===== config.mk =====
export PLATFORM = sky130hd
export DESIGN_NAME = inst_fetch_unit
export DESIGN_NICKNAME = d
export VERILOG_FILES = /design/src/rtl/inst_fetch_unit_pkg.sv /design/src/rtl/inst_fetch_unit.sv
export SDC_FILE = /design/constraint.sdc
export NUM_CORES = 1
export LEC_CHECK = 0
export CORE_MARGIN = 5
export CORE_UTILIZATION = 40
export CTS_CLUSTER_DIAMETER = 30
export DETAILED_ROUTE_END_ITERATION = 7
export PLACE_DENSITY = 0.71
export SYNTH_ARGS = -nofsm -noshare
export SYNTH_HDL_FRONTEND = slang
export SYNTH_SLANG_ARGS = --single-unit
export TNS_END_PERCENT = 1

===== constraint.sdc =====
create_clock -name hb_clk -period 5.1 [get_ports hb_clk]
set_input_delay 1.02 -clock hb_clk [delete_from_list [all_inputs] [get_ports hb_clk]]
set_output_delay 1.02 -clock hb_clk [all_outputs]
set_load 0.01 [all_outputs]

===== src/rtl/inst_fetch_unit_pkg.sv =====
// Shared bus-side types for the Harvard system.
package XT_BUS;

    typedef enum logic [1:0] {
        BOOT = 2'd0,
        RUN  = 2'd1,
        HALT = 2'd2
    } fetch_state_e;

endpackage


===== src/rtl/inst_fetch_unit.sv =====
// Instruction fetch stage: drives the 1-cycle-latency instruction RAM and presents a
// valid/ready beat stream to decode, with redirects, boot hold and a misalignment fault.
module inst_fetch_unit
    import XT_BUS::*;
#(
    parameter int          INST_RAM_DEPTH = 512,
    parameter logic [31:0] RESET_PC       = 32'h0,
    localparam int         AW             = $clog2(INST_RAM_DEPTH * 4)
) (
    input  logic          hb_clk,
    input  logic          hb_rst,
    input  logic          boot_hold,
    output logic          ram_inst_clk_en,
    output logic [AW-1:0] ram_instruction_r_addr,
    input  logic [31:0]   ram_instruction_r_data,
    input  logic          redirect_valid,
    input  logic [31:0]   redirect_pc,
    output logic          if_valid,
    input  logic          id_ready,
    output logic [31:0]   if_pc,
    output logic [31:0]   if_inst,
    output logic          fetch_fault
);

    fetch_state_e state_q, state_d;
    logic [31:0]  fetch_pc_q, fetch_pc_d;
    logic         resp_valid_q, resp_valid_d;
    logic [31:0]  resp_pc_q, resp_pc_d;
    logic         if_valid_q, if_valid_d;
    logic [31:0]  if_pc_q, if_pc_d;
    logic [31:0]  if_inst_q, if_inst_d;
    logic         fault_q, fault_d;
    logic [31:0]  issue_pc;
    logic         issue;
    logic         out_free;
    logic         load;

    always_comb begin
        state_d         = state_q;
        fetch_pc_d      = fetch_pc_q;
        resp_valid_d    = resp_valid_q;
        resp_pc_d       = resp_pc_q;
        if_valid_d      = if_valid_q;
        if_pc_d         = if_pc_q;
        if_inst_d       = if_inst_q;
        fault_d         = fault_q;
        issue           = 1'b0;
        issue_pc        = fetch_pc_q;
        ram_inst_clk_en = 1'b0;
        out_free        = !if_valid_q || id_ready;
        load            = 1'b0;

        case (state_q)
            BOOT: begin
                ram_inst_clk_en = 1'b1;
                if (!boot_hold) begin
                    state_d    = RUN;
                    fetch_pc_d = RESET_PC;
                end
            end
            RUN: begin
                if (boot_hold) begin
                    // RAM stays enabled so the boot loader can write from this cycle on
                    state_d         = BOOT;
                    ram_inst_clk_en = 1'b1;
                    resp_valid_d    = 1'b0;
                    if_valid_d      = 1'b0;
                    fetch_pc_d      = RESET_PC;
                end else if (redirect_valid && (redirect_pc[1:0] != 2'b00)) begin
                    state_d      = HALT;
                    fault_d      = 1'b1;
                    resp_valid_d = 1'b0;
                    if_valid_d   = 1'b0;
                end else begin
                    if (redirect_valid) begin
                        issue        = 1'b1;
                        issue_pc     = redirect_pc;
                        resp_valid_d = 1'b0;
                        if_valid_d   = 1'b0;
                    end else begin
                        issue = !resp_valid_q || out_free;
                        load  = resp_valid_q && out_free;
                        if (load) begin
                            if_valid_d   = 1'b1;
                            if_pc_d      = resp_pc_q;
                            if_inst_d    = ram_instruction_r_data;
                            resp_valid_d = 1'b0;
                        end else if (id_ready) begin
                            if_valid_d = 1'b0;
                        end
                    end
                    // A stalled full pipe keeps clk_en low so RAM Q holds the pending word
                    if (issue) begin
                        ram_inst_clk_en = 1'b1;
                        resp_valid_d    = 1'b1;
                        resp_pc_d       = issue_pc;
                        fetch_pc_d      = issue_pc + 32'd4;
                    end
                end
            end
            HALT: begin
            end
            default: state_d = BOOT;
        endcase
    end

    always_ff @(posedge hb_clk) begin
        if (hb_rst) begin
            state_q      <= BOOT;
            fetch_pc_q   <= RESET_PC;
            resp_valid_q <= 1'b0;
            if_valid_q   <= 1'b0;
            if_pc_q      <= 32'h0;
            if_inst_q    <= 32'h0;
            fault_q      <= 1'b0;
        end else begin
            state_q      <= state_d;
            fetch_pc_q   <= fetch_pc_d;
            resp_valid_q <= resp_valid_d;
            if_valid_q   <= if_valid_d;
            if_pc_q      <= if_pc_d;
            if_inst_q    <= if_inst_d;
            fault_q      <= fault_d;
        end
    end

    always_ff @(posedge hb_clk) begin
        resp_pc_q <= resp_pc_d;
    end

    assign ram_instruction_r_addr = issue_pc[AW-1:0];
    assign if_valid               = if_valid_q;
    assign if_pc                  = if_pc_q;
    assign if_inst                = if_inst_q;
    assign fetch_fault            = fault_q;

endmodule


==> out/results.tsv, run 1 <==
stage	metric	value	unit
status	status	finished clean	
yosys	Post-synth ARST share	0	%
timing	Final setup violation count	0	
timing	Worst slew margin	26.62	%
finish	Final Core Density	55.30	%
timing	RSZ-0062 raised after global routing	no	
timing	Tmin final	4.375	ns
yosys	Area contributors post-synth	dfxtp_1 34%, edfxtp_1 16%, nand2_1 11%	
yosys	net count after synthesis	704	
floorplan	Initial Utilization	40.55	%
finish	fill cell count	1256	
critical_path	Critical Path Max Stage Delay	0.55	ns
timing	worst slew pin tran	1.101	ns
critical_path	Setup CP Type	input pin to output pin	
critical_path	CP max-delay cell	or3b_2	
global_routing	global route total overflow	0	
yosys	Synth Warn #	0	
clock_network	insertion delay to the later sink of the worst-skew pair	0.41	ns
routing	initial DRC count	211	
power_and_ir_drop	Overall Power	2437	uW
critical_path	Worst setup EP type	output pin	
floorplan	Boundary Pins	147	
floorplan	site row count	44	
power_and_ir_drop	Power Density	304.3	nW/um^2
finish	n_diodes	0	
floorplan	Die Wd	131.2	um
timing	max-slew violations	0	
finish	layout cell share with drive strength beyond 1	9.859	%
clock_network	hold_buf cts	0	
critical_path	Max FO, Critical Path	7	
routing	Routed Antenna Nets	0	
worst_hold_path	Worst Hold Class	register to register	
yosys	largest area contributor in the netlist	dfxtp_1	
clock_network	clk buf depth	2	
floorplan	Placeable Area	14480	sq um
critical_path	Data arrival, critical path	3.35	ns
yosys	Synth top area share	34.43	%
clock_network	post-cts repair resize count	0	
global_routing	first-pass GRT wire length	25880	um
global_routing	initial antenna violation count	0	
yosys	dominant synthesized flop cell	dfxtp_1	
timing	f_max	228.6	MHz
finish	nets	838	
power_and_ir_drop	worst vdd ir	0.2444	mV
critical_path	critical path's most frequent cell	clkdlybuf4s50_1	
clock_network	H-tree depth	4	
critical_path	CP Launch Type	input pin	
floorplan	die height	131.2	um
yosys	top post-synthesis cells by count	166 x nand2_1, 101 x dfxtp_1, 70 x a21oi_1, 32 x edfxtp_1, 26 x nand3_1	
timing	setup tns final	0	ns
finish	Area growth, synth to finish	36.35	%
global_routing	vias in the first global route	5133	
clock_network	CTS clk-pin slew, worst paths	0.05	ns
yosys	EDFF count, synth	32	
clock_network	Root Buffer	clkbuf_16	
routing	vias per cell	5.230	
routing	drt total wl	15240	um
timing	skew final	0.007126	ns
yosys	cell count after synthesis	634	
yosys	Seq/Total Area, Yosys	50.80	%
timing	Hold Fails Final Rpt	0	
clock_network	post-CTS setup buffers	0	
routing	Pre-Repair DR Iteration Count	5	
critical_path	Critical Path, Cell by Cell	clkdlybuf4s50_1, or3b_2, nor2_1, mux2_2, clkdlybuf4s50_1	
floorplan	die footprint	17200	sq um
global_routing	GRT Total Usage	17.94	%
yosys	Synth cell types	66	
timing	worst setup margin	0.7254	ns
yosys	post-synthesis instance area	5872	sq um
place	dpl ws	0.7725	ns
global_routing	largest net degree at the start of global routing	83	
critical_path	Critical Path RT	4.08	ns
timing	final worst-path cycle share	85.78	%
yosys	Mean Syn Cell Area	9.262	sq um
power_and_ir_drop	Lkg Pwr	0.002803	uW
flow_run	Max-Cap Viols	0	
yosys	most common cell in the netlist	nand2_1	
place	IO Port Bufs	146	
place	placer congestion estimate	0.8399	
yosys	Seq cells post-synth	133	
routing	via count	5047	
clock_network	number of CTS-inserted buffers	17	
clock_network	CTS tree	done	
clock_network	clock sinks	133	
place	HPWL Detailed	10880	um
routing	DRC Markers	0	
routing	wire length per cell	15.79	um
[critical path, delay by kind of cell]
family	cells	cell delay, ns
simple gates	2	0.95
mux	1	0.39
buf+inv	2	1.00
[final timing paths]
check	endpoint	slack, ns	start	cells past startpoint
min reg2reg	if_inst[25]	0.45	if_inst[25]	2
max	ram_instruction_r_addr[7]	0.73	boot_hold	5
min	if_inst[25]	0.45	if_inst[25]	2
max reg2reg	fetch_pc_q[30]	2.17	fetch_pc_q[2]	8
[metal layers]
layer	wire length [um]	up-vias	GRT usage, %
met3	831	19	4.434
met5	0	-	0
met1	6981	2359	23.60
met4	273	0	7.737
li1	-	2512	-
met2	7155	157	28.13
[power breakdown]
| part | leakage, uW | total (uW) | switching [uW] | internal [uW] |
|---|---|---|---|---|
| logic | 0.00141 | 174 | 86.5 | 87.6 |
| clock network | 0.000277 | 1160 | 428 | 736 |
| registers | 0.00111 | 1100 | 6.06 | 1090 |
| total | 0.00280 | 2440 | 521 | 1920 |
[layout make-up]
| class | count | area, sq um | area share [%] |
|---|---|---|---|
| sequential | 133 | 2983 | 37.26 |
| multi-input combinational | 449 | 2669 | 33.33 |
| timing repair buffer | 153 | 1504 | 18.78 |
| clock buffer | 21 | 460.4 | 5.751 |
| tap | 184 | 230.2 | 2.875 |
| clock inverter | 11 | 107.6 | 1.344 |
| inverter | 14 | 52.55 | 0.6564 |
[cell families (layout without fill, tap and decap cells)]
logic type               after synthesis  after routing  synth area share (%)
adder cells (fa/ha/maj)                1              1                0.2130
AO/OA/AOI/OAI                        143            143                 15.96
AND/OR/NAND/NOR                      259            259                 21.01
flip-flops                           133            133                 50.80
buffers and inverters                 52            199                 3.963
XOR/XNOR                              12             12                 1.790
multiplexers                          34             34                 6.265
[sequential cells by signal, indices dropped and copies added (netlist names)]
| name | count |
|---|---|
| fetch_fault | 1 |
| fetch_pc_q | 32 |
| if_inst | 32 |
| if_pc | 32 |
| if_valid | 1 |
| resp_pc_q | 32 |
| resp_valid_q | 1 |
| state_q | 2 |
[cells in the final DEF, fill, tap and decap left out, types with 5 or more instances in the layout]
cell type and count:
nand2b_1 6, nand3_1 25, a21oi_1 70, a22oi_1 10
xnor2_1 9, o21ai_0 18, clkdlybuf4s50_1 144, nand4_1 8
mux2_2 22, clkbuf_16 17, or4_1 6, nor2_1 14
mux2i_1 12, nand2_1 166, inv_1 14, a32o_1 8
buf_4 7, dfxtp_1 101, nand3b_1 8, edfxtp_1 32
clkinv_2 5
[through the flow]
step	hold slack [ns]	std cells	area (sq um)
2_1_floorplan	0.4362	634	5872
3_3_place_gp	0.4425	933	7438
3_5_place_dp	0.4494	933	7438
4_1_cts	0.4577	965	8006
5_1_grt	0.4658	965	8006
6_report	0.4544	965	8006
Power figures use the tool's default switching activity.
==> inputs of run 2 (changes only) <==
- CORE_ASPECT_RATIO: unset -> 0.5
- CTS_CLUSTER_SIZE: unset -> 8
==> out/results.tsv, run 2 (same netlist as run 1, synthesis figures left out) <==
stage	metric	value	unit	change
critical_path	Setup CP Type	input pin to output pin		
timing	Hold Fails Final Rpt	0		unchanged
power_and_ir_drop	combinational cell fraction of total power	6.8	%	-0.3 points
critical_path	R2R setup slack	2.20	ns	+0.03 ns
finish	nets	839		+0.12%
finish	most frequent cells in the layout	166 x nand2_1, 144 x clkdlybuf4s50_1, 101 x dfxtp_1		
place	placer congestion estimate	0.8510		+1.3%
timing	Worst slew margin	21.11	%	-5.5 points
timing	f_max	237.1	MHz	+3.7%
floorplan	die footprint	17350	sq um	+0.86%
critical_path	r2r startpoint	fetch_pc_q[3]		
power_and_ir_drop	worst vdd ir	0.2611	mV	+6.9%
power_and_ir_drop	Net Switching	560.0	uW	+7.5%
global_routing	largest net degree at the start of global routing	65		-22%
clock_network	clk buf depth	2		unchanged
timing	max-slew violations	0		unchanged
power_and_ir_drop	Lkg Pwr	0.002845	uW	+1.5%
routing	via count	5081		+0.67%
clock_network	H-tree depth	4		unchanged
status	status	finished clean		
timing	final worst-path cycle share	82.69	%	-3.1 points
finish	Area growth, synth to finish	38.18	%	
flow_run	Max-Cap Viols	0		unchanged
finish	layout cell share with drive strength beyond 1	10.23	%	+0.37 points
clock_network	CTS tree	done		
clock_network	insertion delay to the later sink of the worst-skew pair	0.40	ns	about the same
power_and_ir_drop	Int Pwr	2030	uW	+6.0%
timing	Tmin final	4.217	ns	-0.1576 ns
power_and_ir_drop	Reg power frac	42.4	%	-2.7 points
clock_network	hold_buf cts	0		unchanged
global_routing	GRT Total Usage	18.72	%	+0.78 points
floorplan	site row count	31		-30%
power_and_ir_drop	clock share of power	50.8	%	+3.0 points
floorplan	Initial Utilization	40.70	%	+0.14 points
routing	Pre-Repair DR Iteration Count	5		unchanged
critical_path	Critical Path RT	4.08	ns	about the same
global_routing	first-pass GRT wire length	26120	um	+0.96%
global_routing	global route total overflow	0		unchanged
clock_network	post-cts repair resize count	0		unchanged
worst_hold_path	Hold EP	if_pc[22]		
finish	most common cell after layout, fill and taps aside	nand2_1		
clock_network	CTS clk-pin slew, worst paths	0.06	ns	about the same
clock_network	Root Buffer	clkbuf_16		
routing	Routed Antenna Nets	0		unchanged
place	IO Port Bufs	146		unchanged
routing	drt total wl	16280	um	+6.8%
timing	RSZ-0062 raised after global routing	no		
global_routing	vias in the first global route	4993		-2.7%
floorplan	Placeable Area	14430	sq um	-0.35%
global_routing	initial antenna violation count	0		unchanged
timing	Final setup violation count	0		unchanged
power_and_ir_drop	Power Density	319.2	nW/um^2	+4.9%
finish	n_diodes	0		unchanged
floorplan	Die Wd	181.3	um	+38%
power_and_ir_drop	Overall Power	2590	uW	+6.3%
routing	vias per cell	5.185		-0.87%
routing	initial DRC count	278		+32%
critical_path	R2R cell count	7		-1
critical_path	Data arrival, critical path	3.20	ns	-0.15 ns
timing	setup tns final	0	ns	unchanged
worst_hold_path	worst hold path startpoint	if_pc[22]		
place	HPWL Detailed	11330	um	+4.2%
routing	wire length per cell	16.61	um	+5.1%
clock_network	number of CTS-inserted buffers	17		unchanged
critical_path	R2R Path End	fetch_pc_q[30]		
clock_network	clock sinks	133		unchanged
worst_hold_path	Worst Hold Class	register to register		
floorplan	Boundary Pins	147		unchanged
timing	worst slew pin tran	1.183	ns	+0.08257 ns
critical_path	Worst setup EP type	output pin		
clock_network	post-CTS setup buffers	0		unchanged
worst_hold_path	Hold Crit Depth	2		unchanged
routing	DRC Markers	0		unchanged
critical_path	Max FO, Critical Path	7		unchanged
floorplan	die height	95.68	um	-27%
critical_path	CP Launch Type	input pin		
timing	skew final	0.01069	ns	+0.003564 ns
power_and_ir_drop	switching share of power	21.62	%	+0.25 points
## run 2: worst max-delay path by stage
| stage | start | end | slack [ns] |
|---|---|---|---|
| after global placement | boot_hold | ram_instruction_r_addr[3] | 0.92 |
| after global routing | boot_hold | ram_instruction_r_addr[3] | 0.77 |
| final | boot_hold | ram_instruction_r_addr[3] | 0.88 |
| after detailed placement | boot_hold | ram_instruction_r_addr[4] | 0.87 |
| after CTS | boot_hold | ram_instruction_r_addr[4] | 0.87 |
| after floorplan | redirect_valid | fetch_pc_q[24] | 1.26 |
## run 2: power by group through the flow
| stage | clock [uW] | sequential (uW) | combinational (uW) |
|---|---|---|---|
| finish | 1320 | 1100 | 177 |
| global route | 1380 | 1100 | 190 |
| CTS | 1340 | 1100 | 176 |
| detailed placement | 0 | 1120 | 174 |
| global placement | 0 | 1120 | 172 |
| floorplan | 0 | 1120 | 87.7 |
## run 2: cell type report
| class | count | area, sq um |
|---|---|---|
| Clock buffer | 23 | 543.0 |
| Clock inverter | 9 | 107.6 |
| Fill cell | 1287 | 6315 |
| Inverter | 14 | 52.55 |
| Multi-Input combinational cell | 449 | 2669 |
| Sequential cell | 133 | 2983 |
| Tap cell | 198 | 247.7 |
| Timing Repair Buffer | 154 | 1511 |
## run 2: critical path, cell delays in order
cell and delay [ns]:
clkdlybuf4s50_1 0.50, or3b_2 0.54, nor2_1 0.29, mux2_2 0.38, clkdlybuf4s50_1 0.48
## run 2: through the flow
step / area, sq um / instances / utilization, % / worst slack, ns / hold WS, ns
6_report: 8114 / 980 / 56.23 / 0.8830 / 0.4529
2_1_floorplan: 5872 / 634 / - / 1.260 / 0.4362
3_5_place_dp: 7463 / 948 / 51.73 / 0.8728 / 0.4456
5_1_grt: 8114 / 980 / 56.23 / 0.7697 / 0.4680
3_3_place_gp: 7463 / 948 / 51.73 / 0.9200 / 0.4411
4_1_cts: 8114 / 980 / 56.23 / 0.8719 / 0.4535
## run 2: routing by layer
metal	wire length, um	vias up	track usage [%]
met1	7462	2399	24.58
li1	-	2507	-
met5	0	-	0
met3	985	16	3.697
met2	7580	159	31.72
met4	246	0	5.680
==> inputs of run 3 (changes only) <==
- PLACE_DENSITY: 0.71 -> 0.74
- clock period: 5.1 -> 3.5 ns (I/O delays scaled with it)
==> out/results.tsv, run 3 (same netlist as run 1, synthesis figures left out) <==
stage	metric	value	unit	change
power_and_ir_drop	combinational cell fraction of total power	7.3	%	+0.5 points
clock_network	number of CTS-inserted buffers	17		unchanged
global_routing	met1 Resource Use GR	24.73	%	+0.15 points
place	HPWL Detailed	11330	um	about the same
clock_network	insertion delay to the later sink of the worst-skew pair	0.42	ns	+0.02 ns
clock_network	clk buf depth	2		unchanged
finish	n_diodes	0		unchanged
global_routing	GR Util met3	4.040	%	+0.34 points
place	DP Cell Count	958		+1.1%
timing	Final setup violation count	0		unchanged
floorplan	Die Wd	181.3	um	unchanged
finish	nets	849		+1.2%
floorplan	Placeable Area	14430	sq um	unchanged
status	status	finished clean		
timing	setup tns final	0	ns	unchanged
power_and_ir_drop	worst vdd ir	0.3730	mV	+43%
place	placer congestion estimate	0.8636		+1.5%
finish	layout cell share with drive strength beyond 1	11.49	%	+1.3 points
floorplan	site row count	31		unchanged
global_routing	vias in the first global route	4904		-1.8%
floorplan	die footprint	17350	sq um	unchanged
clock_network	clock sinks	133		unchanged
worst_hold_path	Worst Hold Class	register to register		
flow_run	Max-Cap Viols	0		unchanged
place	dpl ws	0.06928	ns	-0.8035 ns
routing	wire length per cell	16.08	um	-3.2%
timing	final worst-path cycle share	96.05	%	
critical_path	CP Launch Type	input pin		
power_and_ir_drop	Net Switching	809.0	uW	+44%
routing	Routed Antenna Nets	0		unchanged
finish	FF/Latch Area	2983	sq um	unchanged
critical_path	Data arrival, critical path	2.66	ns	-0.54 ns
finish	most frequent cells in the layout	166 x nand2_1, 144 x clkdlybuf4s50_1, 101 x dfxtp_1		
timing	worst setup margin	0.1381	ns	-0.7449 ns
place	IO Port Bufs	146		unchanged
floorplan	die height	95.68	um	unchanged
routing	Pre-Repair DR Iteration Count	6		+1
global_routing	met2 global-route usage	29.62	%	-2.1 points
clock_network	hold_buf cts	0		unchanged
power_and_ir_drop	Power Density	447.2	nW/um^2	+40%
timing	Hold Fails Final Rpt	0		unchanged
power_and_ir_drop	Lkg Pwr	0.002860	uW	+0.56%
finish	area of the multi-input gates	2671	sq um	about the same
critical_path	Setup CP Type	input pin to output pin		
routing	via count	5074		-0.14%
critical_path	Worst setup EP type	output pin		
global_routing	grt peak-use layer	met2		
power_and_ir_drop	Int Pwr	2833	uW	+40%
clock_network	H-tree depth	4		unchanged
clock_network	Root Buffer	clkbuf_16		
routing	vias per cell	5.125		-1.1%
finish	most common cell after layout, fill and taps aside	nand2_1		
timing	Worst slew margin	41.24	%	+20 points
power_and_ir_drop	switching share of power	22.22	%	+0.60 points
critical_path	R2R setup slack	1.08	ns	-1.12 ns
power_and_ir_drop	clock share of power	48.8	%	-2.0 points
timing	max-slew violations	0		unchanged
routing	initial DRC count	435		+56%
critical_path	Max FO, Critical Path	5		-2
power_and_ir_drop	Reg power frac	43.9	%	+1.5 points
timing	skew final	0.01287	ns	+0.002175 ns
timing	worst slew pin tran	0.8814	ns	-0.3019 ns
clock_network	CTS clk-pin slew, worst paths	0.05	ns	about the same
global_routing	largest net degree at the start of global routing	49		-25%
finish	fill cell count	1276		-0.85%
finish	Area growth, synth to finish	38.67	%	
timing	RSZ-0062 raised after global routing	no		
global_routing	global route total overflow	0		unchanged
global_routing	first-pass GRT wire length	25450	um	-2.6%
global_routing	initial antenna violation count	0		unchanged
floorplan	Initial Utilization	40.70	%	unchanged
routing	drt total wl	15920	um	-2.2%
routing	DRC Markers	0		unchanged
floorplan	Boundary Pins	147		unchanged
clock_network	CTS tree	done		
finish	Final Non-Filler Cells	990		+1.0%
global_routing	GRT Total Usage	18.23	%	-0.49 points
timing	Tmin final	3.362	ns	
critical_path	Critical Path RT	2.80	ns	-1.28 ns
timing	f_max	297.4	MHz	
## run 3: cell count changes in the layout (fill, tap and decap cells not counted), moves of 3 or more
cell,delta
buf_4,+9
clkinvlp_4,+3
clkinv_2,+3
clkbuf_16,-4
## run 3: final timing paths
check / from / depth (start not counted) / endpoint
max: boot_hold / 5 / ram_instruction_r_addr[7]
min: if_pc[14] / 2 / if_pc[14]
max reg2reg: fetch_pc_q[2] / 9 / fetch_pc_q[24]
min reg2reg: if_pc[14] / 2 / if_pc[14]
## run 3: stage by stage
stage	total power, uW	utilization (%)	cell area, sq um	hold slack [ns]
6_report	3642	56.43	8143	0.4517
5_1_grt	3771	56.43	8143	0.4668
4_1_cts	3668	56.42	8140	0.4532
3_5_place_dp	1893	52.33	7551	0.4456
3_3_place_gp	1890	52.33	7551	0.4416
2_1_floorplan	1759	-	5874	0.4362
## run 3: power groups by stage
stage / clock network (uW) / registers (uW) / logic [uW]
after floorplan: 0 / 1630 / 128
after global placement: 0 / 1630 / 257
after detailed placement: 0 / 1630 / 260
after CTS: 1810 / 1600 / 262
after global routing: 1890 / 1600 / 285
final: 1780 / 1600 / 265
## run 3: layer usage
metal | part of all wire, % | up-vias | routed length (um)
met2 | 46 | 158 | 7393
met4 | 0.94 | 0 | 150
li1 | - | 2533 | -
met3 | 5.4 | 14 | 856
met1 | 47 | 2369 | 7516
met5 | 0 | - | 0
## run 3: critical path: stages
cell and delay (ns):
clkdlybuf4s50_1 0.42, or3b_2 0.48, nor2_2 0.22, mux2_2 0.37
clkdlybuf4s50_1 0.48
## run 3: cell type report
class                           count  area share (%)
Multi-Input combinational cell    449           32.81
Inverter                           14          0.6454
Sequential cell                   133           36.63
Clock buffer                       17           5.224
Clock inverter                     15           2.013
Timing Repair Buffer              164           19.64
Tap cell                          198           3.042
## run 3: timing repair
| action | 4_1_cts | 5_1_grt |
|---|---|---|
| setup buffers | 0 | 0 |
| setup endpoints to repair | 0 | 3 |
| resized for setup | 0 | 1 |
